===== config.mk =====
export PLATFORM = sky130hd
export DESIGN_NAME = fetch_queue
export DESIGN_NICKNAME = d
export VERILOG_FILES = /design/src/rtl/fetch_pkg.sv /design/src/rtl/fetch_fifo.sv /design/src/rtl/fetch_queue.sv
export SDC_FILE = /design/constraint.sdc
export NUM_CORES = 1
export LEC_CHECK = 0
export BUFFER_PORTS_ARGS = -buffer_cell sky130_fd_sc_hd__buf_2
export CAP_MARGIN = 40
export CORE_UTILIZATION = 30
export DETAILED_ROUTE_END_ITERATION = 7
export PLACE_DENSITY = 0.53
export SYNTH_ARGS = -nofsm -noshare
export SYNTH_HDL_FRONTEND = slang
export SYNTH_SLANG_ARGS = --single-unit

===== constraint.sdc =====
create_clock -name clk -period 2.4 [get_ports clk]
set_input_delay 0.12 -clock clk [delete_from_list [all_inputs] [get_ports clk]]
set_output_delay 0.12 -clock clk [all_outputs]
set_load 0.005 [all_outputs]

===== src/rtl/fetch_pkg.sv =====
// Shared widths, constants and the queue entry type for the instruction-fetch stage.
package fetch_pkg;

  localparam int FETCH_ADDR_W  = 8;
  localparam int FETCH_INSTR_W = 32;
  localparam int FETCH_DEPTH   = 4;

  localparam logic [FETCH_INSTR_W-1:0] NOP_INSTR = 32'h0000_0013;

  typedef struct packed {
    logic [FETCH_INSTR_W-1:0] instr;
    logic [FETCH_ADDR_W-1:0]  pc;
  } fetch_entry_t;

endpackage


===== src/rtl/fetch_fifo.sv =====
// Synchronous DEPTH-entry FIFO of fetch_entry_t with push, pop, clear, occupancy count
// and async active-high reset. Push and pop at full are both accepted.
module fetch_fifo
  import fetch_pkg::*;
#(
  parameter int DEPTH = FETCH_DEPTH,
  parameter int CNT_W = $clog2(DEPTH + 1)
) (
  input  logic               clk,
  input  logic               reset,
  input  logic               push,
  input  logic               pop,
  input  logic               clear,
  input  fetch_entry_t       wr_entry,
  output fetch_entry_t       rd_entry,
  output logic [CNT_W-1:0]   count
);

  localparam int PTR_W = $clog2(DEPTH);

  fetch_entry_t     mem [DEPTH];
  logic [PTR_W-1:0] wr_ptr;
  logic [PTR_W-1:0] rd_ptr;
  logic             do_push;
  logic             do_pop;

  assign do_pop   = pop && (count != '0);
  assign do_push  = push && ((count != CNT_W'(DEPTH)) || do_pop);
  assign rd_entry = mem[rd_ptr];

  // NOTE: sequential state uses <= so every register samples pre-edge values.
  always_ff @(posedge clk or posedge reset) begin
    if (reset) begin
      wr_ptr <= '0;
      rd_ptr <= '0;
      count  <= '0;
    end else if (clear) begin
      rd_ptr <= wr_ptr;
      count  <= '0;
    end else begin
      if (do_push) wr_ptr <= wr_ptr + PTR_W'(1);
      if (do_pop)  rd_ptr <= rd_ptr + PTR_W'(1);
      case ({do_push, do_pop})
        2'b10:   count <= count + CNT_W'(1);
        2'b01:   count <= count - CNT_W'(1);
        default: ;
      endcase
    end
  end

  // NOTE: storage is not reset; count gates every read, so stale words are never exposed.
  always_ff @(posedge clk) begin
    if (do_push && !clear) mem[wr_ptr] <= wr_entry;
  end

endmodule


===== src/rtl/fetch_queue.sv =====
// Instruction-fetch stage: credit-based imem reads, tagged queue, valid/ready to decode.
// Optional same-cycle bypass of an empty queue via FETCH_QUEUE_BYPASS_EN.
module fetch_queue
  import fetch_pkg::*;
#(
  parameter int ADDR_W  = FETCH_ADDR_W,
  parameter int INSTR_W = FETCH_INSTR_W,
  parameter int DEPTH   = FETCH_DEPTH
) (
  input  logic               clk,
  input  logic               reset,
  input  logic [ADDR_W-1:0]  pc_in,
  output logic               pc_stall,
  input  logic               flush,
  output logic               imem_req,
  output logic [ADDR_W-1:0]  imem_addr,
  input  logic [INSTR_W-1:0] imem_rdata,
  output logic               out_valid,
  input  logic               out_ready,
  output logic [INSTR_W-1:0] out_instr,
  output logic [ADDR_W-1:0]  out_pc
);

  localparam int CNT_W = $clog2(DEPTH + 1);

  logic              inflight;
  logic              kill;
  logic [ADDR_W-1:0] req_pc;
  logic [CNT_W-1:0]  fifo_count;
  logic [CNT_W:0]    occupied;
  logic              has_credit;
  logic              issue;
  logic              resp_valid;
  logic              fifo_empty;
  logic              push;
  logic              pop;
  fetch_entry_t      rd_entry;
  fetch_entry_t      head;

  // Outstanding read counts against capacity so its response always has a slot.
  assign occupied   = {1'b0, fifo_count} + (CNT_W + 1)'(inflight);
  assign has_credit = occupied < (CNT_W + 1)'(DEPTH);
  assign issue      = has_credit && !flush;
  assign imem_req   = issue && !reset;
  assign imem_addr  = pc_in;
  assign pc_stall   = !has_credit && !flush && !reset;

  assign resp_valid = inflight && !kill && !flush;
  assign fifo_empty = (fifo_count == '0);
  assign pop        = out_ready && !fifo_empty;

  always_comb begin
    // NOTE: every output of this block gets a default first, so no latch is inferred.
    head      = rd_entry;
    out_valid = !fifo_empty;
    push      = resp_valid;
`ifdef FETCH_QUEUE_BYPASS_EN
    if (resp_valid && fifo_empty) begin
      out_valid = 1'b1;
      head      = '{instr: imem_rdata, pc: req_pc};
      push      = !out_ready;
    end
`endif
  end

  assign out_instr = out_valid ? head.instr : '0;
  assign out_pc    = out_valid ? head.pc    : '0;

  always_ff @(posedge clk or posedge reset) begin
    if (reset) begin
      inflight <= 1'b0;
      kill     <= 1'b0;
      req_pc   <= '0;
    end else begin
      inflight <= issue;
      kill     <= flush;
      if (issue) req_pc <= pc_in;
    end
  end

  fetch_fifo #(
    .DEPTH (DEPTH),
    .CNT_W (CNT_W)
  ) u_fifo (
    .clk      (clk),
    .reset    (reset),
    .push     (push),
    .pop      (pop),
    .clear    (flush),
    .wr_entry ('{instr: imem_rdata, pc: req_pc}),
    .rd_entry (rd_entry),
    .count    (fifo_count)
  );

endmodule


# Word level (Yosys, flattened, before mapping)
# Memory sizes are Yosys's and may differ from the RTL's.
# Cells that the tools add are included.
# word_totals
regBits	17
ramBits	160
out_inout_bits	51
mem_count	1
# classes
add_sub_neg	5
n_lt_le_gt_ge	1
eq_ne	3
mux	8
bitwise_logic	1
reduce_logical	21
# mem_list
memory	words	width	read_ports	rd_ports_with_merged_regs	wr	line	text
u_fifo.mem	4	40	1	0	1	fetch_fifo.sv:21	fetch_entry_t mem [DEPTH];
# op_table
op	n
32-bit two-way mux	1
1-bit logical AND	10
8-bit two-way mux	1
3-bit one-hot mux with 2 select lines	1
3-bit nonzero test	2
1-bit zero test	5
2-bit by 1-bit adder with 2-bit output (second input constant)	2
3-bit by 1-bit adder with 4-bit output	1
4-bit by 3-bit < comparator with 1-bit output (second input constant)	1
2-bit two-way mux	2
3-bit by 1-bit adder with 3-bit output (second input constant)	1
3-bit zero test	1
3-bit two-way mux	1
3-bit != test (second input constant)	1
3-bit by 1-bit subtractor with 3-bit output (second input constant)	1
2-bit by 1-bit == test with 1-bit output (second input constant)	1
2-bit == test (second input constant)	1
1-bit two-way mux	2
2-bit AND reduction	1
2-bit nonzero test	1
1-bit logical OR	1
1-bit inverter	1

# Depth between registers and ports, before layout
# Gate-level depths: netlist of run 1.
# depth
depth_word	9
depth_mapped	7
depth_no_buf	6

# Modules after synthesis
# A second synthesis of run 1 with hierarchy kept.
# unflattened
hier_cells	345
area_unflattened_um2	7099.3
# by_module_without_submodules
mod	instances	cells_per_inst	area_per_inst_um2
fetch_fifo	1	266	6313.6
fetch_queue	1	79	785.8

# Least setup slack after synthesis of run 1
# OpenSTA, ideal clock, no wires.
# synth_path
kind	reg2reg
startpoint	register kill
endpoint	memory u_fifo.mem[0][0] (netlist bit), enable pin
setup_time_ns	0.401
arrival_ns	2.006
required_ns	1.999
slack_ns	-0.007
path_stages_with_launch	4
period_less_slack_ns	2.407
cell_sequence	dfrtp_1 or3b_4 a31oi_4 and2_1
# synth_via
elab_chain_len	7
# synth_lines
element	line	text
start: declaration	fetch_queue.sv:27	logic kill;
start signal: assignment	fetch_queue.sv:76	kill <= flush;
1-bit zero test	fetch_queue.sv:48	assign resp_valid = inflight && !kill && !flush;
1-bit logical AND (2 in a row)	fetch_queue.sv:48	
1-bit logical AND	fetch_fifo.sv:28	assign do_push = push && ((count != CNT_W'(DEPTH)) || do_pop);
1-bit logical AND	fetch_fifo.sv:53	if (do_push && !clear) mem[wr_ptr] <= wr_entry;
1-bit two-way mux	fetch_fifo.sv:53	
1-bit two-way mux (not written as such)	fetch_fifo.sv:53	
end: declaration	fetch_fifo.sv:21	
# Every way passes these cells.

# Final worst setup path of run 1
# layout_path
startpoint	register u_fifo.rd_ptr[0]
endpoint	output port out_instr[27]
# layout_via
elab_chain_len	2
# layout_lines
element	line	text
start: declaration	fetch_fifo.sv:23	logic [PTR_W-1:0] rd_ptr;
start signal: assignment	fetch_fifo.sv:38	rd_ptr <= wr_ptr;
start signal: assignment	fetch_fifo.sv:42	if (do_pop) rd_ptr <= rd_ptr + PTR_W'(1);
memory read 4 x 40 bit	n/a	
32-bit two-way mux	fetch_queue.sv:66	assign out_instr = out_valid ? head.instr : '0;
end: declaration	fetch_queue.sv:20	output logic [INSTR_W-1:0] out_instr,
# Every way passes these cells.

==> metrics, run 1 <==
clk sinks approximately 180; pin count of the biggest net entering global routing 41; Critical Path Sink Type output pin; share of cells above drive strength 1 0.4016; antenna fix cells 0; Reg-to-Reg End u_fifo.count[2]; Worst Tran Pin Value around 0.67 ns; Die Footprint 24060 um2; worst r2r src u_fifo.count[0]; Peak supply drop roughly 0.00045 V; post-synth top area share 0.6830; CTS Buffer Depth 2; Hold Vio Cnt, Final 0; Routed WL ~14000 um; final net count around 530; Syn Nets between 300 and 400; filler instances around 2.1k; critical path data arrival time 2.09 ns; fmax approximately 0.45 GHz; Reg2Reg Depth 6; Sw Ratio 0.2859; Worst-Skew Late Latency about 0.42 ns; Internal about 6.7 mW; Starting Density 0.3079; final core occ 0.3898; Synth area leader edfxtp_1; Seq/Total Area, Yosys 0.7435; Sequential Power Share 0.417; min Tclk post-route approximately 2.2 ns; maxcap violations 0; min-delay worst type in -> reg; H-Tree Depth 4; initial antenna violation count 0; Hold Crit Start out_ready; IO Port Bufs 94; reg-to-reg slack, setup roughly 0.22 ns; Worst-path clk slew ~0.070 ns; Vias about 3.5k; Pleak about 3.2 nW; #FFs+latches synth between 150 and 200; DRC Markers 0; gr ovfl total 0; Inst Count DP between 700 and 800; largest cells by area after synthesis edfxtp_1, mux4_2, dfrtp_1; die height 155.1 um; switching power approximately 2.7 mW; setup TNS 0 ns; Gate power share 0.294; critical path required time approximately 2.3 ns; CP startpoint kind flop; status finished, final reports clean; Final Cycle Share 0.9223; worst-path maximum fanout 12; drt first-iter violations 143; Routed wire per std cell 17.51 um; all-layer global routing usage 0.1246; Finish-stage setup viols 0; Pre-Repair DR Iteration Count 4; Worst Skew 0.009024 ns; vias in the first global route about 3.9k; routability cong. about 0.7; DRT antenna net count 0; first-pass GRT wire length 21900 um; Cell Pwr Density about 1000 nW/um2; Clock Power Share 0.290; Min-Delay Path Depth 3; Yosys cell types 35; mapped cell area ~7000 um2; Slew HR 0.5561; post-route cell area around 9000 um2; DP Wirelength approximately 8400 um; Synth Warn # 0; worst setup path class reg -> out; Finished Layout Cells between 800 and 900; TritonCTS clock tree built; Syn Area/Cell roughly 21 um2; routed vias/inst between 4 and 5; Num CTS Buffers 17; RSZ-0062 raised after global routing no; Rows between 50 and 60; WHS Endpoint u_fifo.count[2]; I/O pins 95; Die W about 160 um; Root Driver clkbuf_16; placed inst area roughly 8000 um2; post-synthesis cell count 337; Layout area overhead 26.61%; max-slew violation count 0; total core area roughly 23000 um2; hold slack 0.1015 ns
-- logic make-up (layout without fill, tap and decap cells) --
kind of cell,count (synthesis),count (layout),share of synthesized area
xor gates and xnor gates,3,3,0.003736
buffers and inverters,29,185,0.02704
adders and majority gates,5,5,0.009961
AOI/OAI and AO/OA,13,13,0.01547
muxes,49,49,0.1466
and+or+nand+nor,61,61,0.05372
DFF,177,177,0.7435
-- how the worst max path moves through the flow --
| stage | start | endpoint |
|---|---|---|
| 2_1_floorplan | kill | u_fifo.mem[0][0] |
| 3_3_place_gp | u_fifo.count[0] | u_fifo.count[2] |
| 3_5_place_dp | u_fifo.count[0] | u_fifo.count[2] |
| 4_1_cts | u_fifo.rd_ptr[0] | out_instr[27] |
| 5_1_grt | u_fifo.rd_ptr[0] | out_instr[27] |
| 6_report | u_fifo.rd_ptr[0] | out_instr[27] |
-- cells in the mapped netlist --
master	n
edfxtp_1	160
and2_1	45
mux4_2	40
dfrtp_1	17
buf_4	8
mux2_4	8
buf_6	6
buf_2	5
clkbuf_1	5
inv_1	5
ha_1	4
nand2_1	4
o21ai_0	3
a31oi_1	2
nand3_1	2
nor2_2	2
nor3_1	2
xor2_1	2
a21o_1	1
a22o_1	1
a31oi_4	1
a32o_1	1
and3_1	1
fa_1	1
mux2i_1	1
nand4b_1	1
nor2_1	1
nor3b_2	1
o211ai_1	1
o21ai_1	1
o311ai_1	1
o31ai_2	1
or3_1	1
or3b_4	1
xnor2_1	1
-- repair_timing --
item / in CTS / in global routing
hold buffers: 42 / 0
gates resized for setup: 1 / 0
endpoints found under the setup margin: 17 / 0
endpoints found under the hold margin: 154 / 0
setup buffers: 1 / 0
-- worst max-delay path: stages (launching register included) --
cell	delay (ns)
dfrtp_4	0.60
buf_4	0.26
mux4_2	0.52
and2_1	0.17
buf_2	0.12
-- metal layers --
| metal | global-route usage | wire [um] |
|---|---|---|
| met1 | 0.1546 | 6312 |
| met2 | 0.2124 | 7181 |
| met3 | 0.03398 | 505 |
| met4 | 0.03678 | 116 |
| met5 | 0 | 0 |
-- layout by cell type (no fill, tap or decap), types with 2 or more instances in the layout --
master         count
dfrtp_1           15
xor2_1             2
mux2_4             8
and2_1            41
buf_2             94
inv_1              5
o21ai_0            3
clkinv_4           2
nand2_1            4
bufinv_16          2
a31oi_1            2
nor2_2             2
mux4_2            40
and2_2             4
buf_4              6
edfxtp_1         160
ha_1               4
buf_12             5
nor3_1             2
clkbuf_16         17
nand3_1            2
inv_6              4
dlygate4sd3_1     42
clkinv_2           4
-- area by class of cell --
| type | count | area (um2) | area share |
|---|---|---|---|
| Multi-Input combinational cell | 131 | 1624 | 0.1824 |
| Clock buffer | 18 | 429.2 | 0.04819 |
| Sequential cell | 177 | 5235 | 0.5878 |
| Inverter | 5 | 18.77 | 0.002107 |
| Timing Repair Buffer | 148 | 1051 | 0.1180 |
| Tap cell | 313 | 391.6 | 0.04397 |
| Clock inverter | 14 | 156.4 | 0.01756 |
-- per-stage QoR --
step / worst slack [ns] / total power, mW
after CTS: 0.1194 / 9.528
final: 0.1865 / 9.351
after detailed placement: 0.2672 / 6.701
after global placement: 0.3505 / 6.665
after floorplan: 0.4137 / 5.645
after global routing: 0.05986 / 9.862
-- state kept, by name, summed over array words and instances, names as in the netlist --
register and count:
u_fifo.count 3, req_pc 8, kill 1, inflight 1
u_fifo.mem 160, u_fifo.wr_ptr 2, u_fifo.rd_ptr 2
-- power by group through the flow --
stage / Clock, mW / Combinational (mW) / Sequential [mW]
final: 2.71 / 2.75 / 3.90
after global routing: 2.90 / 3.02 / 3.94
after CTS: 2.78 / 2.84 / 3.90
after detailed placement: 0 / 2.69 / 4.01
after global placement: 0 / 2.68 / 3.99
after floorplan: 0 / 1.81 / 3.84
(Power assumes the default switching activity.)
==> inputs of run 2 (changes only) <==
--- a/config.mk
+++ b/config.mk
@@ -9,6 +9,7 @@
 export CAP_MARGIN = 40
 export CORE_UTILIZATION = 30
 export DETAILED_ROUTE_END_ITERATION = 7
+export MAX_ROUTING_LAYER = met4
 export PLACE_DENSITY = 0.53
 export SYNTH_ARGS = -nofsm -noshare
 export SYNTH_HDL_FRONTEND = slang
==> run 2 against run 1 <==
  * Cell area unchanged
  * Non-clock buffer count unchanged
  * First-iteration DRC count up 8.4%
  * Wire length down 0.13%
  * Die area unchanged
  * Setup slack worse by 0.0017 ns
==> metrics, run 2 (synthesized netlist as in run 1, its figures left out) <==
status finished, final reports clean (unchanged); Pleak 3.201 nW (unchanged); max-slew violation count 0 (unchanged); maxcap violations 0 (unchanged); Layout area overhead 26.61% (unchanged); worst r2r src u_fifo.count[0] (unchanged); RSZ-0062 raised after global routing no (unchanged); Multi-input gate area 1624 um2 (unchanged); drt first-iter violations 155 (was 143); CTS Buffer Depth 2 (unchanged); min-delay worst type in -> reg (unchanged); Crit path max-delay family flip-flops (unchanged); routability cong. 0.7135 (was 0.7056); first-pass GRT wire length 21900 um (unchanged); Worst Tran Pin Value 0.6627 ns (was 0.6659 ns); Min-Delay Path Depth 3 (unchanged); DRT antenna net count 0 (unchanged); Critical Path Sink Type output pin (unchanged); Final Cycle Share 0.9230 (was 0.9223); I/O pins 95 (unchanged); gr ovfl total 0 (unchanged); worst setup path class reg -> out (unchanged); Reg2Reg Depth 6 (unchanged); Finished Layout Cells 806 (unchanged); Largest regs u_fifo.mem: 160 flops, req_pc: 8 flops, u_fifo.count: 3 flops (unchanged); reg-to-reg slack, setup 0.22 ns (about the same); Cell Pwr Density 1050 nW/um2 (about the same); initial antenna violation count 0 (unchanged); filler instances 2147 (unchanged); Vias 3563 (was 3548); Finish-stage setup viols 0 (unchanged); critical path required time 2.28 ns (about the same); peak per-stage delay on the critical path 0.60 ns (about the same); IO Port Bufs 94 (unchanged); min Tclk post-route 2.215 ns (was 2.213 ns); total core area 22850 um2 (unchanged); Worst Skew 0.008529 ns (was 0.009024 ns); setup TNS 0 ns (unchanged); Most flops, register u_fifo.mem (unchanged); Starting Density 0.3079 (unchanged); Die W 155.1 um (unchanged); DP Wirelength 8445 um (unchanged); clk sinks 177 (unchanged); most frequent cells in the layout edfxtp_1, buf_2, dlygate4sd3_1, and2_1, mux4_2 (unchanged); Root Driver clkbuf_16 (unchanged); vias in the first global route 3880 (unchanged); CP max stage cell dfrtp_4 (unchanged); routed vias/inst 4.421 (was 4.402); share of cells above drive strength 1 0.4016 (unchanged); Routed wire per std cell 17.49 um (was 17.51 um); Die Footprint 24060 um2 (unchanged); Inst Count DP 731 (unchanged); Routed WL 14100 um (was 14120 um); Rows 55 (unchanged); all-layer global routing usage 0.1286 (was 0.1246); Hold Vio Cnt, Final 0 (unchanged); Num CTS Buffers 17 (unchanged); max reg flops 160 (unchanged); Slew HR 0.5582 (was 0.5561); fmax 0.4514 GHz (was 0.4518 GHz); Worst-Skew Late Latency 0.42 ns (about the same); Worst path depth 4 (unchanged); Peak supply drop 0.0004521 V (was 0.0004494 V); DRC Markers 0 (unchanged); FF+latch area 5235 um2 (unchanged); antenna fix cells 0 (unchanged); Pre-Repair DR Iteration Count 4 (unchanged); Hold Crit Start out_ready (unchanged); Worst-path clk slew 0.07 ns (about the same); pin count of the biggest net entering global routing 41 (unchanged); H-Tree Depth 4 (unchanged); CP Buf/Inv Count 2 (unchanged); crit-path cells buf_4 > mux4_2 > and2_1 > buf_2 (unchanged); Critical Path Start u_fifo.rd_ptr[0] (unchanged); final net count 529 (unchanged); TritonCTS clock tree built (unchanged); worst-path maximum fanout 12 (unchanged); CP startpoint kind flop (unchanged); commonest non-fill, non-tap cell in the layout edfxtp_1 (unchanged); die height 155.1 um (unchanged); critical path data arrival time 2.10 ns (was 2.09 ns)
run 2: cell counts in the layout (fill, tap and decap cells not counted):
No cell type changed its count.
run 2: metrics by stage:
stage	power [mW]	hold slack [ns]	instance area [um2]	util	worst slack, ns
CTS	9.528	0.07660	8906	0.3898	0.1194
floorplan	5.645	0.05141	7039	-	0.4137
global route	9.864	0.09213	8906	0.3898	0.05824
finish	9.350	0.09980	8906	0.3898	0.1848
global placement	6.665	0.1671	7881	0.3450	0.3505
detailed placement	6.701	0.1721	7881	0.3450	0.2672
run 2: worst paths after layout:
kind                                         end
worst max-delay path               out_instr[27]
worst min-delay path             u_fifo.count[2]
worst max register to register   u_fifo.count[2]
worst min register to register  u_fifo.mem[2][5]
max in group asynchronous       u_fifo.rd_ptr[0]
min in group asynchronous               inflight
run 2: tightest hold or removal path: stages:
cell,delay [ns]
buf_2,0.14
o211ai_1,0.11
o311ai_1,0.11
run 2: repair_timing:
action                     4_1_cts  5_1_grt
gates resized for setup          1        0
hold buffers                    42        0
setup endpoints to repair       17        0
setup buffers                    1        0
hold endpoints to repair       154        0
run 2: layout make-up:
cell class,count,share of cell area
clock buffers,18,0.04819
clock inverters,14,0.01756
inverters,5,0.002107
multi-input cells,131,0.1824
flip-flops and latches,177,0.5878
well taps,313,0.04397
repair buffers,148,0.1180
run 2: where the power goes:
group          internal (mW)  switching (mW)
combinational           1.45            1.29
clock                   1.55            1.16
sequential              3.67           0.220
run 2: layer usage:
| metal | vias up | wire, um | GRT usage |
|---|---|---|---|
| met5 | - | 0 | - |
| met4 | 0 | 180 | 0.03678 |
| met3 | 18 | 487 | 0.03370 |
| met2 | 72 | 7111 | 0.2124 |
| met1 | 1855 | 6317 | 0.1553 |
| li1 | 1618 | - | - |
==> inputs of run 3 (changes only) <==
--- a/config.mk
+++ b/config.mk
@@ -7,10 +7,12 @@
 export LEC_CHECK = 0
 export BUFFER_PORTS_ARGS = -buffer_cell sky130_fd_sc_hd__buf_2
 export CAP_MARGIN = 40
+export CELL_PAD_IN_SITES_DETAIL_PLACEMENT = 1
+export CELL_PAD_IN_SITES_GLOBAL_PLACEMENT = 1
 export CORE_UTILIZATION = 30
 export DETAILED_ROUTE_END_ITERATION = 7
 export MAX_ROUTING_LAYER = met4
-export PLACE_DENSITY = 0.53
+export PLACE_DENSITY = 0.58
 export SYNTH_ARGS = -nofsm -noshare
 export SYNTH_HDL_FRONTEND = slang
 export SYNTH_SLANG_ARGS = --single-unit
==> constraint.sdc (replaced) <==
create_clock -name clk -period 1.85 [get_ports clk]
set_input_delay 0.0925 -clock clk [delete_from_list [all_inputs] [get_ports clk]]
set_output_delay 0.0925 -clock clk [all_outputs]
set_load 0.005 [all_outputs]
==> run 3 against run 2 <==
  * The run now ends with negative setup slack left
  * Hold slack better by 0.011 ns
  * Clock skew fell by 0.0042 ns
  * Register-to-register slack got worse by 0.20 ns
  * Die area is the same
  * Utilization increased by 3.2 points
  * Flip-flop and latch count unchanged
  * Sequential power rose by 29%
==> metrics, run 3 (synthesized netlist as in run 1, its figures left out) <==
critical path required time 1.76 ns (was 2.28 ns); DP Wirelength 10110 um (was 8445 um); DRC Markers 0 (unchanged); final net count 560 (was 529); final core occ 0.4221 (was 0.3898); Worst-path clk slew 0.06 ns (was 0.07 ns); Root Driver clkbuf_16 (unchanged); Most flops, register u_fifo.mem (unchanged); worst setup path class reg -> out (unchanged); pin count of the biggest net entering global routing 28 (was 41); max reg flops 160 (unchanged); worst-path maximum fanout 5 (was 12); setup TNS -6.763 ns (was 0 ns); max-slew violation count 0 (unchanged); Finish-stage setup viols 40 (was 0); Die W 155.1 um (unchanged); routed vias/inst 4.430 (was 4.421); min Tclk post-route just over 2 ns; RSZ-0062 raised after global routing yes (was no); filler instances 2241 (was 2147); status finished, violations left (was finished, final reports clean); share of cells above drive strength 1 0.5019 (was 0.4016); drt first-iter violations 190 (was 155); Routed wire per std cell 19.01 um (was 17.49 um); Vias 3708 (was 3563); routability cong. 0.7801 (was 0.7135); total core area 22850 um2 (unchanged); Worst Tran Pin Value 0.3009 ns (was 0.6627 ns); Rows 55 (unchanged); I/O pins 95 (unchanged); Worst Skew 0.004289 ns (was 0.008529 ns); CTS Buffer Depth 2 (unchanged); all-layer global routing usage 0.1411 (was 0.1286); setup ws final -0.2091 ns (was 0.1848 ns); failing checks negative setup slack; DRT antenna net count 0 (unchanged); IO Port Bufs 94 (unchanged); maxcap violations 0 (unchanged); Num CTS Buffers 17 (unchanged); Place WS -0.05606 ns (was 0.2672 ns); critical path data arrival time 1.97 ns (was 2.10 ns); Layout area overhead 37.10% (was 26.61%); Peak supply drop 0.0006524 V (was 0.0004521 V); min-delay worst type in -> reg (unchanged); Starting Density 0.3079 (unchanged); Pre-Repair DR Iteration Count 4 (unchanged); Critical Path Sink Type output pin (unchanged); Routed WL 15910 um (was 14100 um); Die Footprint 24060 um2 (unchanged); TritonCTS clock tree built (unchanged); CP startpoint kind flop (unchanged); first-pass GRT wire length 23800 um (was 21900 um); antenna fix cells 0 (unchanged); gr ovfl total 0 (unchanged); initial antenna violation count 0 (unchanged); Hold Vio Cnt, Final 0 (unchanged); most frequent cells in the layout edfxtp_1, buf_2, dlygate4sd3_1, mux4_2, and2_4 (was edfxtp_1, buf_2, dlygate4sd3_1, and2_1, mux4_2); commonest non-fill, non-tap cell in the layout edfxtp_1 (unchanged); H-Tree Depth 4 (unchanged); fmax 0.4857 GHz; clk sinks 177 (unchanged); Final Cycle Share 1.113; vias in the first global route 4037 (was 3880); Slew HR 0.7936 (was 0.5582); placed inst area 8104 um2 (was 7881 um2); die height 155.1 um (unchanged); post-route cell area 9644 um2 (was 8906 um2); Largest regs u_fifo.mem: 160 flops, req_pc: 8 flops, u_fifo.count: 3 flops (unchanged); Pleak 3.490 nW (was 3.201 nW); Cell Pwr Density 1434 nW/um2 (was 1050 nW/um2); Worst-Skew Late Latency 0.42 ns (about the same)
-- run 3: final timing paths --
check	start	end	slack [ns]	depth (start not counted)
worst max-delay path	u_fifo.rd_ptr[0]	out_instr[13]	-0.21	5
worst min-delay path	out_ready	u_fifo.count[2]	0.11	3
worst max register to register	u_fifo.count[1]	u_fifo.count[2]	0.02	7
worst min register to register	req_pc[6]	u_fifo.mem[2][6]	0.55	0
max in group asynchronous	reset	u_fifo.rd_ptr[0]	1.38	4
min in group asynchronous	reset	req_pc[7]	0.24	4
-- run 3: power by group --
group	switching (mW)	internal, mW
sequential	0.266	4.77
clock	1.54	1.87
combinational	2.11	3.29
-- run 3: area by class of cell --
class                      instances  area, um2  area share
sequential                       177       5235      0.5428
clock inverter                    15      135.1     0.01401
timing repair buffer             179       1698      0.1761
clock buffer                      17      425.4     0.04411
inverter                           5      18.77    0.001946
multi-input combinational        131       1740      0.1805
tap                              313      391.6     0.04061
-- run 3: timing repair --
| action | 4_1_cts | 5_1_grt |
|---|---|---|
| pin swaps | 8 | 17 |
| buffers inserted | 4 | 5 |
| endpoints found under the setup margin | 46 | 161 |
| resized for setup | 37 | 44 |
| hold buffers | 42 | 0 |
| cloned | 3 | 2 |
| endpoints found under the hold margin | 155 | 0 |
-- run 3: metal layers --
layer | up-vias | wire length [um] | track usage
li1 | 1681 | - | -
met4 | 0 | 134 | 0.04432
met1 | 1933 | 6992 | 0.1720
met3 | 7 | 504 | 0.02981
met5 | - | 0 | -
met2 | 87 | 8277 | 0.2351
-- run 3: worst max-delay path, stage by stage (launching register included) --
cell	delay [ns]
dfrtp_4	0.50
buf_12	0.15
clkbuf_16	0.15
mux4_2	0.49
and2_4	0.15
buf_6	0.10
-- run 3: metrics by stage --
| step | cells | hold slack [ns] | total power [mW] |
|---|---|---|---|
| after global routing | 837 | 0.1355 | 14.53 |
| after CTS | 830 | 0.08093 | 13.31 |
| after global placement | 749 | 0.1328 | 8.807 |
| after detailed placement | 749 | 0.1394 | 8.920 |
| final | 837 | 0.1105 | 13.83 |
| after floorplan | 337 | 0.02391 | 7.324 |
